[src/rtl/fpu_pkg.sv]
// Shared FPU definitions: IEEE-754 single-precision layout and small helpers
// used by the conversion units (itof, ftoi) and the rest of the FPU.
package fpu_pkg;

  localparam int EXP_W  = 8;
  localparam int MANT_W = 23;
  localparam int BIAS   = 127;

  // Exponent of a value whose leading one sits in bit 31 of a 32-bit word.
  localparam int ITOF_EXP_TOP = BIAS + 31;

  typedef struct packed {
    logic              sgn;
    logic [EXP_W-1:0]  exp;
    logic [MANT_W-1:0] mant;
  } fp32_t;

  localparam fp32_t FP32_ZERO = '0;

  // Leading-zero count of one byte, 0..8.
  function automatic logic [3:0] lz8(input logic [7:0] v);
    lz8 = 4'd8;
    for (int i = 0; i < 8; i++)
      if (v[i]) lz8 = 4'(7 - i);
  endfunction

endpackage

[src/rtl/lzc32.sv]
// Combinational 32-bit leading-zero counter; returns 32 for an all-zero word.
// Built as four byte counters followed by a priority pick of the top non-zero byte.
module lzc32
  import fpu_pkg::*;
(
  input  logic [31:0] x,
  output logic [5:0]  cnt
);

  logic [3:0] byte_lz [4];
  logic [3:0] byte_nz;

  for (genvar b = 0; b < 4; b++) begin : g_byte
    assign byte_lz[b] = lz8(x[8*b +: 8]);
    assign byte_nz[b] = |x[8*b +: 8];
  end

  // Highest non-zero byte decides; lower bytes only matter when all above are zero.
  always_comb begin
    cnt = 6'd32;
    if (byte_nz[3])      cnt = {2'b00, byte_lz[3]};
    else if (byte_nz[2]) cnt = 6'd8  + {2'b00, byte_lz[2]};
    else if (byte_nz[1]) cnt = 6'd16 + {2'b00, byte_lz[1]};
    else if (byte_nz[0]) cnt = 6'd24 + {2'b00, byte_lz[0]};
  end

endmodule

[src/rtl/itof_pipe.sv]
// Three-stage integer-to-float converter (round to nearest, ties to even).
// S1 sign/magnitude, S2 normalise, S3 round and pack. A single global
// advance enable stalls the whole pipe under output backpressure.
module itof_pipe
  import fpu_pkg::*;
#(
  parameter int TAG_W = 5
) (
  input  logic             clk,
  input  logic             rst,
  input  logic             in_valid,
  output logic             in_ready,
  input  logic [31:0]      in_x,
  input  logic             in_unsigned,
  input  logic [TAG_W-1:0] in_tag,
  output logic             out_valid,
  input  logic             out_ready,
  output logic [31:0]      out_y,
  output logic [TAG_W-1:0] out_tag
);

  localparam int STAGES = 3;

  logic [STAGES:1] vld_pipe;
  logic            en;

  // S1 state
  logic             s1_sgn;
  logic [31:0]      s1_mag;
  logic [TAG_W-1:0] s1_tag;

  // S2 state
  logic             s2_sgn;
  logic             s2_zero;
  logic [31:0]      s2_norm;
  logic [5:0]       s2_lz;
  logic [TAG_W-1:0] s2_tag;

  // S3 state (drives the outputs directly)
  fp32_t            s3_res;
  logic [TAG_W-1:0] s3_tag;

  // Combinational stage inputs
  logic             c1_sgn;
  logic [31:0]      c1_mag;
  logic [5:0]       c2_lz;
  logic [31:0]      c2_norm;
  fp32_t            c3_res;

  // Bubbles are kept; everything moves together or nothing moves.
  assign en        = !vld_pipe[STAGES] || out_ready;
  assign in_ready  = en;
  assign out_valid = vld_pipe[STAGES];
  assign out_y     = s3_res;
  assign out_tag   = s3_tag;

  // Valid shift register; reset flushes every in-flight operand.
  always_ff @(posedge clk) begin
    if (rst)     vld_pipe <= '0;
    else if (en) vld_pipe <= {vld_pipe[STAGES-1:1], in_valid};
  end

  // S1 combinational: sign and magnitude. -0x80000000 wraps to 0x80000000,
  // which is the correct unsigned magnitude.
  always_comb begin
    c1_sgn = !in_unsigned && in_x[31];
    c1_mag = c1_sgn ? (~in_x + 32'd1) : in_x;
  end

  // S1 register: data is don't-care when the slot is empty.
  always_ff @(posedge clk) begin
    if (en) begin
      s1_sgn <= c1_sgn;
      s1_mag <= c1_mag;
      s1_tag <= in_tag;
    end
  end

  lzc32 u_lzc (
    .x   (s1_mag),
    .cnt (c2_lz)
  );

  // S2 combinational: shift the leading one up to bit 31 (lz=32 only for zero).
  always_comb begin
    c2_norm = (c2_lz[5]) ? 32'd0 : (s1_mag << c2_lz[4:0]);
  end

  // S2 register.
  always_ff @(posedge clk) begin
    if (en) begin
      s2_sgn  <= s1_sgn;
      s2_zero <= (s1_mag == 32'd0);
      s2_norm <= c2_norm;
      s2_lz   <= c2_lz;
      s2_tag  <= s1_tag;
    end
  end

  // S3 combinational: round to nearest even and pack. Carry out of the
  // mantissa leaves it zero and bumps the exponent; 2^32 is the maximum,
  // so the exponent can never overflow.
  logic [22:0] mant;
  logic        guard;
  logic        sticky;
  logic        rnd_up;
  logic [23:0] mant_r;
  logic [7:0]  exp_b;

  always_comb begin
    mant   = s2_norm[30:8];
    guard  = s2_norm[7];
    sticky = |s2_norm[6:0];
    rnd_up = guard && (sticky || mant[0]);
    mant_r = {1'b0, mant} + {23'd0, rnd_up};
    exp_b  = 8'(ITOF_EXP_TOP) - {2'b00, s2_lz};
    if (mant_r[23]) exp_b = exp_b + 8'd1;

    c3_res      = FP32_ZERO;
    if (!s2_zero) begin
      c3_res.sgn  = s2_sgn;
      c3_res.exp  = exp_b;
      c3_res.mant = mant_r[22:0];
    end
  end

  // S3 register: output value and tag are cleared by reset and held on stall.
  always_ff @(posedge clk) begin
    if (rst) begin
      s3_res <= FP32_ZERO;
      s3_tag <= '0;
    end else if (en) begin
      s3_res <= c3_res;
      s3_tag <= s2_tag;
    end
  end

endmodule
[config.mk]
export PLATFORM = sky130hd
export DESIGN_NAME = itof_pipe
export DESIGN_NICKNAME = d
export VERILOG_FILES = /design/src/rtl/fpu_pkg.sv /design/src/rtl/lzc32.sv /design/src/rtl/itof_pipe.sv
export SDC_FILE = /design/constraint.sdc
export NUM_CORES = 1
export LEC_CHECK = 0
export BUFFER_PORTS_ARGS = -buffer_cell sky130_fd_sc_hd__buf_2
export CAP_MARGIN = 20
export CORE_MARGIN = 2
export CORE_UTILIZATION = 54
export DETAILED_ROUTE_END_ITERATION = 12
export GPL_ROUTABILITY_DRIVEN = 0
export HOLD_SLACK_MARGIN = 0.06
export PLACE_DENSITY_LB_ADDON = 0.15
export REMOVE_ABC_BUFFERS = 1
export SYNTH_ARGS = -nofsm -noshare
export SYNTH_HDL_FRONTEND = slang
export SYNTH_HIERARCHICAL = 1
export SYNTH_SLANG_ARGS = --single-unit
[constraint.sdc]
create_clock -name clk -period 4.65 [get_ports clk]
set_input_delay 0.93 -clock clk [delete_from_list [all_inputs] [get_ports clk]]
set_output_delay 0.93 -clock clk [all_outputs]
set_load 0.1 [all_outputs]
# After elaboration in Yosys (flattened, before gate mapping)
# Index checks and enable logic that the tools add are counted.
# word_totals
register_bits	122
inputBits	42
output_inout_bits	39
wordCells	73
# classes
addsub	7
shifts	1
mux	39
bitwise	1
reduce_logical	12
# op_table
op	count
4-bit 2-to-1 mux	32
32-bit 2-to-1 mux	2
32-bit by 1-bit adder with 32-bit output, second input constant	1
32-bit logical NOT	1
32-bit NOT	1
8-bit OR reduction	4
32-bit by 5-bit << shifter with 31-bit output	1
23-bit by 1-bit adder with 24-bit output	1
6-bit 2-to-1 mux	4
5-bit by 4-bit adder with 6-bit output, first input constant	2
8-bit by 1-bit adder with 8-bit output, second input constant	1
8-bit 2-to-1 mux	1
8-bit by 6-bit subtractor with 8-bit output, first input constant	1
7-bit OR reduction	1
4-bit by 4-bit adder with 5-bit output, first input constant	1
1-bit logical AND	2
1-bit logical NOT	2
1-bit logical OR	2

# Depth between registers and ports, before layout
# Gate-level depths: netlist of the first run.
# logic_depth
ltp_word	14
depth_mapped	12
mapped_depth_nobuf	10

# Modules after synthesis
# Netlist of the first run, hierarchy kept.
# by_module_without_submodules
mod	n_inst	cells_per_inst	area_each_um2	seq_area_each_um2
itof_pipe	1	677	6841.6	3263.1
lzc32	1	66	364.1	0.0

# Least setup slack after synthesis of the first run
# OpenSTA, ideal clock, no wires.
# synth_timing
path_type	input to output
startpoint	in out_ready
endpoint	out in_ready
arrival_ns	4.404
required_time_ns	3.720
slack_ns	-0.684
path_stages	4
n_path_buf	2
cell_sequence	nor2b_1 -> clkbuf_1 -> inv_1 -> clkbuf_1
# synth_between
elab_chain_len	1
# synth_lines
element	line_no	source
start: declaration	itof_pipe.sv:17	input logic out_ready,
1-bit logical OR	itof_pipe.sv:51	assign en = !vld_pipe[STAGES] || out_ready;
end: declaration	itof_pipe.sv:12	output logic in_ready,
# Every way passes these cells.

# Worst setup path after layout of the first run
# layout_timing
startpoint	reg s1_mag[25]
endpoint	reg s2_norm[30] (data pin)
# layout_between
elab_chain_len	9
word_cells_on_any_way	10
classes_between	shift (1); mux (8); reduce/logical (1)
# layout_lines
element	line_no	source
start: declaration	itof_pipe.sv:29	logic [31:0] s1_mag;
start signal: assignment	itof_pipe.sv:74	s1_mag <= c1_mag;
4-bit 2-to-1 mux (7 in series)	fpu_pkg.sv:24	if (v[i]) lz8 = 4'(7 - i);
6-bit 2-to-1 mux (*)	lzc32.sv:21	if (byte_nz[3]) cnt = {2'b00, byte_lz[3]};
via c2_lz[1]	itof_pipe.sv:46	logic [5:0] c2_lz;
32-bit by 5-bit << shifter with 31-bit output (*)	itof_pipe.sv:86	c2_norm = (c2_lz[5]) ? 32'd0 : (s1_mag << c2_lz[4:0]);
end signal: assignment	itof_pipe.sv:94	s2_norm <= c2_norm;
end: declaration	itof_pipe.sv:35	logic [31:0] s2_norm;
# Mark *: on every way through the listed nets, which the timed path passes. The rest lies on a longest branch.
# A chain may end at the register's enable or synchronous reset.

==> impl_metrics.tcl, run 1 <==
set metrics [dict create \
    dr.pass1.iters 5 \
    vias 6016 \
    ioPinCount 81 \
    layout_common_cells "edfxtp_1 (82), nor2_1 (81), buf_2 (80)" \
    power.leakage_nw 3.251 \
    end_kind "flop" \
    fin_util_pct 63.99 \
    status "completed" \
    top_layer "met4" \
    seq_power_share_pct 37.7 \
    yosysTopAreaCellShare_pct 34.17 \
    async_flop_share_pct 0 \
    dieArea_mm2 0.01428 \
    ir_drop_mv 0.2464 \
    antenna_left 0 \
    start_kind "flop" \
    finalCritPeriodShare_pct 84.61 \
    io_buffers 80 \
    yosysUniqueCellTypes 63 \
    hp-class "flop to flop" \
    die_height_um 119.5 \
    switching_share_pct 35.33 \
    drive_gt1_share_pct 21.01 \
    seq_area_mm2 0.003263 \
    switchingPower_mw 1.433 \
    antenna_found_initial 0 \
    dp_slack_ps 823.9 \
    fin_nets 860 \
    antennaDiodeCount 0 \
    cts_setup_buffers 0 \
    drt_wl_total_um 17040 \
    grt.total_usage_pct 24.77 \
    start_util_pct 54.85 \
    max_freq_ghz 0.2542 \
    worstSkewPairLatency_ps 420 \
    drt_iter0_drc 495 \
    wire_per_inst_um 16.98 \
    total_power_mw 4.056 \
    ff2ff_path_depth 10 \
    synth-edff-count 82 \
    timing.slew.headroom_pct 25.31 \
    synthToLayoutAreaGrowth_pct 16.67 \
    cts_root_buf "clkbuf_16" \
    synth_warnings 6 \
    final_common_cell "edfxtp_1" \
    pwr-share-clk_pct 33.9 \
    min_period_ps 3934 \
    netlist_area_mm2 0.007206 \
    die_w_um 119.5 \
    synth_area_leaders "edfxtp_1 (34%), dfxtp_1 (11%), mux2_2 (4.2%), nor2_1 (4.2%), mux2i_1 (4.2%)" \
    viasPerCell 5.992 \
    fin_skew_ps 6.742 \
    cts-buffers-inserted 17 \
    grt_max_degree 91 \
    holdBufCountCts 0 \
    h-tree-depth 4 \
    syn_area_per_cell_um2 9.698 \
    cp_max_fo 39 \
    multi_input_area_mm2 0.003770 \
    dp_hpwl_um 12400 \
    clock_sink_count 122 \
    grt-ovfl-total 0 \
    setup_viol 0 \
    fillers 1076 \
    critPathArrivalTime_ps 4080 \
    coreArea_mm2 0.01314 \
    seq_area_frac_synth_pct 45.29 \
    cap_violations 0 \
    drc_errors 0 \
    cts_resized 0 \
    ys_ff_latch 122 \
    hold_depth 0 \
    rsz0062_at_grt "false" \
    worstPathRequired_ps 4790 \
    grt_pass1_wl_um 28070 \
    p_per_area_mw_per_mm2 482.5 \
    comb_power_share_pct 28.4 \
    route.layer.met1.wl_um 6986 \
    synth_flop_cell "edfxtp_1" \
    clk_pin_slew_worst_paths_ps 60 \
    finalNonFillerCells 1004 \
    crit_type "flop to flop" \
    hold_violations 0 \
    row_count 42 \
    clock_path_buffers 2 \
    grt_pass1_vias 5745 \
    tritoncts "done" \
    synth_top_area_cell "edfxtp_1" \
    final.setup.worst_slack_ps 715.8 \
    dp_cells 971 \
    worst_pin_slew_ps 1120 \
    routed-wl-met3_um 1032 \
    drv_slew 0 \
    regToRegSetupSlack_ps 720 \
    syn_inst 743 \
    internal_power_mw 2.623 \
    wl_met2_um 8391 \
]
## routing by layer
layer | vias up | GRT usage (%)
li1 | 2914 | -
met1 | 2767 | 29.56
met2 | 280 | 41.71
met3 | 55 | 5.894
met4 | 0 | 12.79
met5 | - | 0
## state kept, by name, summed over array words and instances (netlist names), 3 cells and up
register  count
out_y        32
s1_mag       32
s2_norm      31
s2_lz         6
out_tag       5
s1_tag        5
s2_tag        5
vld_pipe      3
## metrics by stage
step | instance area [µm²] | TNS (ps) | hold slack (ps)
after detailed placement | 7775 | 0 | 406.5
after CTS | 8399 | 0 | 418.7
after global placement | 7775 | 0 | 401.1
after floorplan | 7068 | -32930 | 400.3
after global routing | 8407 | 0 | 430.1
final | 8407 | 0 | 418.4
## cells by family after synthesis
| logic type | Yosys count | synth area share, % |
|---|---|---|
| buffers and inverters | 52 | 2.744 |
| adders and majority gates | 3 | 0.5210 |
| muxes | 64 | 10.57 |
| AOI/OAI and AO/OA | 167 | 15.23 |
| xor gates and xnor gates | 56 | 6.807 |
| and+or+nand+nor | 279 | 18.84 |
| DFF | 122 | 45.29 |
## worst max-delay path, cell delays in order, from the launching register on
cell,delay (ps)
edfxtp_1,480
nor4_1,590
nand2_1,250
a2111oi_0,430
a211o_1,170
buf_4,420
mux2_2,430
mux2i_1,310
o22ai_1,130
a211oi_1,300
o22ai_1,130
## area by class of cell
cell class | count | area share, %
clock buffer | 18 | 5.105
clock inverter | 14 | 2.322
inverter | 16 | 0.7293
multi-input combinational | 569 | 44.84
sequential | 122 | 38.82
tap | 176 | 2.619
timing repair buffer | 89 | 5.566
## power groups by stage
stage | Combinational (mW) | Clock [mW] | Sequential, mW
finish | 1.15 | 1.38 | 1.53
global route | 1.22 | 1.45 | 1.56
CTS | 1.14 | 1.39 | 1.53
detailed placement | 1.13 | 0 | 1.55
global placement | 1.12 | 0 | 1.54
floorplan | 0.546 | 0 | 1.86
## worst paths after layout
check / start / to
max: s1_mag[25] / s2_norm[30]
min: s1_tag[1] / s2_tag[1]
max reg2reg: s1_mag[25] / s2_norm[30]
min reg2reg: s1_tag[1] / s2_tag[1]
## cell usage after synthesis (all sizes together) (18+ instances only)
library cell and instances:
edfxtp 82, nor2 82, nand2 78, o21ai 41, dfxtp 40, a21oi 38
mux2i 30, xor2 30, clkbuf 28, mux2 27, xnor2 26, nor3 20
nand3 19, nor4 19, o22ai 18
Note: power is estimated with default switching activity, not from simulation.
==> inputs of run 2 (changes only) <==
==> constraint.sdc (replaced) <==
create_clock -name clk -period 3.6 [get_ports clk]
set_input_delay 0.72 -clock clk [delete_from_list [all_inputs] [get_ports clk]]
set_output_delay 0.72 -clock clk [all_outputs]
set_load 0.1 [all_outputs]
==> impl_metrics.tcl, run 2 (synthesis gave the netlist of run 1 again) <==
set metrics [dict create \
    status "completed" \
    dr.pass1.iters 6 \
    end_kind "flop" \
    ir_drop_mv 0.2869 \
    min_period_ps 3385 \
    dp_cells 996 \
    antenna_found_initial 0 \
    clk_pin_slew_worst_paths_ps 50 \
    hp-start "s1_tag[1]" \
    drv_slew 0 \
    fin_area_mm2 0.008533 \
    die_height_um 119.5 \
    hold_violations 0 \
    grt.total_usage_pct 25.29 \
    die_w_um 119.5 \
    row_count 42 \
    max_freq_ghz 0.2954 \
    start_util_pct 54.85 \
    rr_endpoint "s2_norm[30]" \
    fin_nets 888 \
    dieArea_mm2 0.01428 \
    rsz0062_at_grt "false" \
    grt-ovfl-total 0 \
    wire_per_inst_um 16.91 \
    io_buffers 80 \
    cp_common_cell "o22ai_1" \
    coreArea_mm2 0.01314 \
    grt_pass1_wl_um 28380 \
    final_common_cell "edfxtp_1" \
    clock_sink_count 122 \
    start_kind "flop" \
    setup_viol 0 \
    drt_wl_total_um 17450 \
    multi_input_area_mm2 0.003777 \
    worstSkewPairLatency_ps 420 \
    cp_slowest_cell "or4_4" \
    worstPathRequired_ps 3760 \
    worst_pin_slew_ps 1066 \
    ff2ff_path_depth 11 \
    viasPerCell 5.995 \
    drive_gt1_share_pct 23.01 \
    hp-class "flop to flop" \
    final.setup.worst_slack_ps 214.8 \
    seq_area_mm2 0.003263 \
    layout_common_cells "edfxtp_1 (82), nor2_1 (81), buf_2 (80)" \
    vias 6187 \
    dp_hpwl_um 12770 \
    synthToLayoutAreaGrowth_pct 18.42 \
    finalNonFillerCells 1032 \
    grt_pass1_vias 5893 \
    antenna_left 0 \
    grt_max_degree 92 \
    fillers 1045 \
    drc_errors 0 \
    hold_depth 0 \
    finalCritPeriodShare_pct 94.03 \
    drt_iter0_drc 550 \
    crit_type "flop to flop" \
    regToRegSetupSlack_ps 210 \
    clock_path_buffers 2 \
    critPathArrivalTime_ps 3540 \
    tritoncts "done" \
    p_per_area_mw_per_mm2 587.3 \
    timing.slew.headroom_pct 28.93 \
    worstPathCellList "or4_4, nor2_2, o311ai_1, a21oi_1, a211o_1, buf_12, mux2_2, mux2i_1, o22ai_1, a211oi_1, o22ai_1" \
    cap_violations 0 \
    cp_max_fo 39 \
    place_area_mm2 0.007975 \
    h-tree-depth 4 \
    dp_slack_ps 116.1 \
    cpPeakStageDelay_ps 570 \
    r2r_start "s1_mag[10]" \
    ioPinCount 81 \
    cts_root_buf "clkbuf_16" \
    power.leakage_nw 3.346 \
    hold_end "s2_tag[1]" \
    fin_skew_ps 10.19 \
    cts-buffers-inserted 17 \
    antennaDiodeCount 0 \
]
==> run 2: cell types whose count changed in the layout (fill, tap and decap cells not counted), sizes merged <==
cell / before / now
clkinvlp: 4 / 2
bufinv: 4 / 0
clkbuf: 18 / 25
inv: 18 / 17
buf: 89 / 117
==> run 2: report_power, final <==
part,internal [mW],switching [mW]
Sequential,1.77,0.198
Clock,0.911,0.579
Combinational,0.508,1.05
Total,3.19,1.83
==> run 2: per-layer routing <==
layer  up-vias  track usage, %  routed length, µm
li1       2971               -                  -
met1      2861           30.09               7024
met2       280           41.93               8504
met3        75           5.466               1015
met4         0           15.44                903
met5         -               0                  0
==> run 2: critical path, delay by kind of cell (launching register included) <==
kind	cells	cell delay [ps]
AO/OA/AOI/OAI	6	1110
flip-flops	1	400
buffers and inverters	1	230
AND/OR/NAND/NOR	2	710
multiplexers	2	630
==> run 2: cell type report <==
cell class                 instances  share of cell area, %
multi-input combinational        569                  44.27
inverter                          16                 0.7185
tap                              176                  2.581
timing repair buffer             117                  8.094
clock inverter                     7                 0.5279
clock buffer                      25                  5.572
sequential                       122                  38.24
==> run 2: worst max-delay path by stage <==
| stage | startpoint | slack (ps) | endpoint | depth (start not counted) |
|---|---|---|---|---|
| 3_3_place_gp | s1_mag[31] | 150 | s2_norm[23] | 9 |
| 6_report | s1_mag[10] | 210 | s2_norm[30] | 11 |
| 5_1_grt | s1_mag[26] | 60 | s2_norm[23] | 10 |
| 4_1_cts | s1_mag[31] | 100 | s2_norm[30] | 10 |
| 2_1_floorplan | s1_mag[15] | -2070 | s2_norm[17] | 9 |
| 3_5_place_dp | s1_mag[10] | 120 | s2_norm[24] | 10 |
==> run 2: stage by stage <==
step	TNS (ps)	hold WS, ps	util [%]	power, mW
after floorplan	-165060	400.3	-	3.113
after global placement	0	401.5	60.65	3.471
after detailed placement	0	405.6	60.70	3.513
after CTS	0	418.7	64.67	5.007
after global routing	0	431.4	64.95	5.234
final	0	421.8	64.95	5.011
==> run 2: what timing repair did <==
item | 4_1_cts | 5_1_grt
hold buffers | 0 | 0
gates resized for setup | 0 | 2
endpoints found under the setup margin | 0 | 17
buffers inserted | 0 | 4
==> inputs of run 3 (changes only) <==
--- a/config.mk
+++ b/config.mk
@@ -12,7 +12,7 @@
 export DETAILED_ROUTE_END_ITERATION = 12
 export GPL_ROUTABILITY_DRIVEN = 0
 export HOLD_SLACK_MARGIN = 0.06
-export PLACE_DENSITY_LB_ADDON = 0.15
+export PLACE_DENSITY = 0.73
 export REMOVE_ABC_BUFFERS = 1
 export SYNTH_ARGS = -nofsm -noshare
 export SYNTH_HDL_FRONTEND = slang
==> impl_metrics.tcl, run 3 (synthesis gave the netlist of run 1 again) <==
set metrics [dict create \
    crit_type "flop to flop" \
    grt-ovfl-total 0 \
    coreArea_mm2 0.01314 \
    cpPeakStageDelay_ps 580 \
    rr_endpoint "s2_norm[30]" \
    p_per_area_mw_per_mm2 597.9 \
    start_kind "flop" \
    ir_drop_mv 0.3162 \
    worst_pin_slew_ps 1031 \
    worstPathRequired_ps 3750 \
    cts-buffers-inserted 17 \
    viasPerCell 6.040 \
    routed-wl-met3_um 1299 \
    io_buffers 80 \
    row_count 42 \
    wire_per_inst_um 16.79 \
    cp_slowest_cell "or4_4" \
    finalCritPeriodShare_pct 99.07 \
    worstSkewPairLatency_ps 420 \
    setup_viol 0 \
    drt_wl_total_um 17140 \
    clock_sink_count 122 \
    cts_root_buf "clkbuf_16" \
    dieArea_mm2 0.01428 \
    synthToLayoutAreaGrowth_pct 18.18 \
    start_util_pct 54.85 \
    final_common_cell "edfxtp_1" \
    route.layer.met1.wl_um 6767 \
    clock_path_buffers 2 \
    top_layer "met4" \
    antenna_found_initial 0 \
    end_kind "flop" \
    hold_depth 0 \
    layout_common_cells "edfxtp_1 (82), nor2_1 (81), buf_2 (80)" \
    grt_pass1_vias 5723 \
    cp_max_fo 39 \
    drt_iter0_drc 582 \
    h-tree-depth 4 \
    wl_met2_um 8209 \
    clk_pin_slew_worst_paths_ps 60 \
    rsz0062_at_grt "false" \
    drc_errors 0 \
    fin_skew_ps 5.398 \
    cp_common_cell "o22ai_1" \
    die_height_um 119.5 \
    fin_tns_setup_ps 0 \
    antenna_left 0 \
    vias 6167 \
    grt_max_degree 92 \
    timing.slew.headroom_pct 31.29 \
    dr.pass1.iters 10 \
    drive_gt1_share_pct 22.72 \
    fin_area_mm2 0.008516 \
    worstPathCellList "or4_4, nor2_2, o311ai_1, a21oi_1, a211o_1, buf_12, mux2_2, mux2i_1, o22ai_1, a211oi_2, o22ai_1" \
    hp-start "s1_tag[4]" \
    power.leakage_nw 3.338 \
    hold_end "s2_tag[4]" \
    tritoncts "done" \
    drv_slew 0 \
    ff2ff_path_depth 11 \
    place_area_mm2 0.007920 \
    critPathLaunch "s1_mag[11]" \
    antennaDiodeCount 0 \
    fin_nets 877 \
    regToRegSetupSlack_ps 30 \
    max_freq_ghz 0.2804 \
    critPathArrivalTime_ps 3710 \
    die_w_um 119.5 \
    cap_violations 0 \
    status "completed" \
    min_period_ps 3566 \
    hp-class "flop to flop" \
    r2r_start "s1_mag[11]" \
    grt_pass1_wl_um 27350 \
    grt.total_usage_pct 24.11 \
    hold_violations 0 \
    fillers 1074 \
    ioPinCount 81 \
    dp_hpwl_um 12360 \
]
==> run 3: cell types whose count changed in the layout (fill, tap and decap cells not counted), moves of 3 or more <==
cell      previous run  this run
inv_6                0         3
clkbuf_1             6         1
clkinv_2             2         5
buf_4               36        23
==> run 3: worst max-delay path, delay by kind of cell, from the launching register on <==
family / cells / cell delay [ps]
buffers and inverters: 1 / 230
AOI/OAI and AO/OA: 6 / 1150
and+or+nand+nor: 2 / 750
muxes: 2 / 640
DFF: 1 / 500
==> run 3: worst max-delay path by stage <==
stage	end	slack [ps]	depth (start not counted)
2_1_floorplan	s2_norm[17]	-2070	9
3_3_place_gp	s2_norm[16]	210	9
3_5_place_dp	s2_norm[30]	100	10
4_1_cts	s2_norm[30]	50	10
5_1_grt	s2_norm[24]	1	11
6_report	s2_norm[30]	30	11
==> run 3: stage by stage <==
stage | setup WS (ps) | cells | total power [mW] | hold slack (ps) | utilization (%)
2_1_floorplan | -2071 | 707 | 3.113 | 400.3 | -
3_3_place_gp | 213.5 | 986 | 3.452 | 402.5 | 60.23
3_5_place_dp | 97.95 | 987 | 3.489 | 404.5 | 60.29
4_1_cts | 47.07 | 1019 | 5.079 | 418.4 | 64.56
5_1_grt | 1.226 | 1021 | 5.291 | 424.6 | 64.82
6_report | 33.50 | 1021 | 5.091 | 417.5 | 64.82
==> run 3: power breakdown <==
group          total [mW]  internal (mW)  switching [mW]
clock network        1.59          0.964           0.624
logic                1.54          0.498            1.04
registers            1.96           1.76           0.198
total                5.09           3.23            1.86
==> run 3: cell type report <==
class                      instances  area (µm²)  share of cell area (%)
timing repair buffer             106       633.1                   7.435
clock inverter                    12       82.58                  0.9697
clock buffer                      20       479.2                   5.627
inverter                          16       61.31                  0.7200
tap                              176       220.2                   2.586
multi-input combinational        569        3776                   44.34
sequential                       122        3263                   38.32
==> run 3: repair_timing <==
action,4_1_cts,5_1_grt
resized for setup,0,2
setup buffers,0,2
setup endpoints to repair,0,19
hold buffers,0,0
==> run 3: metal layers <==
metal  global-route usage [%]  vias to the layer above
met1                    28.71                     2791
met5                        0                        -
met4                    13.75                        0
met3                    5.418                       77
li1                         -                     2955
met2                    40.29                      344
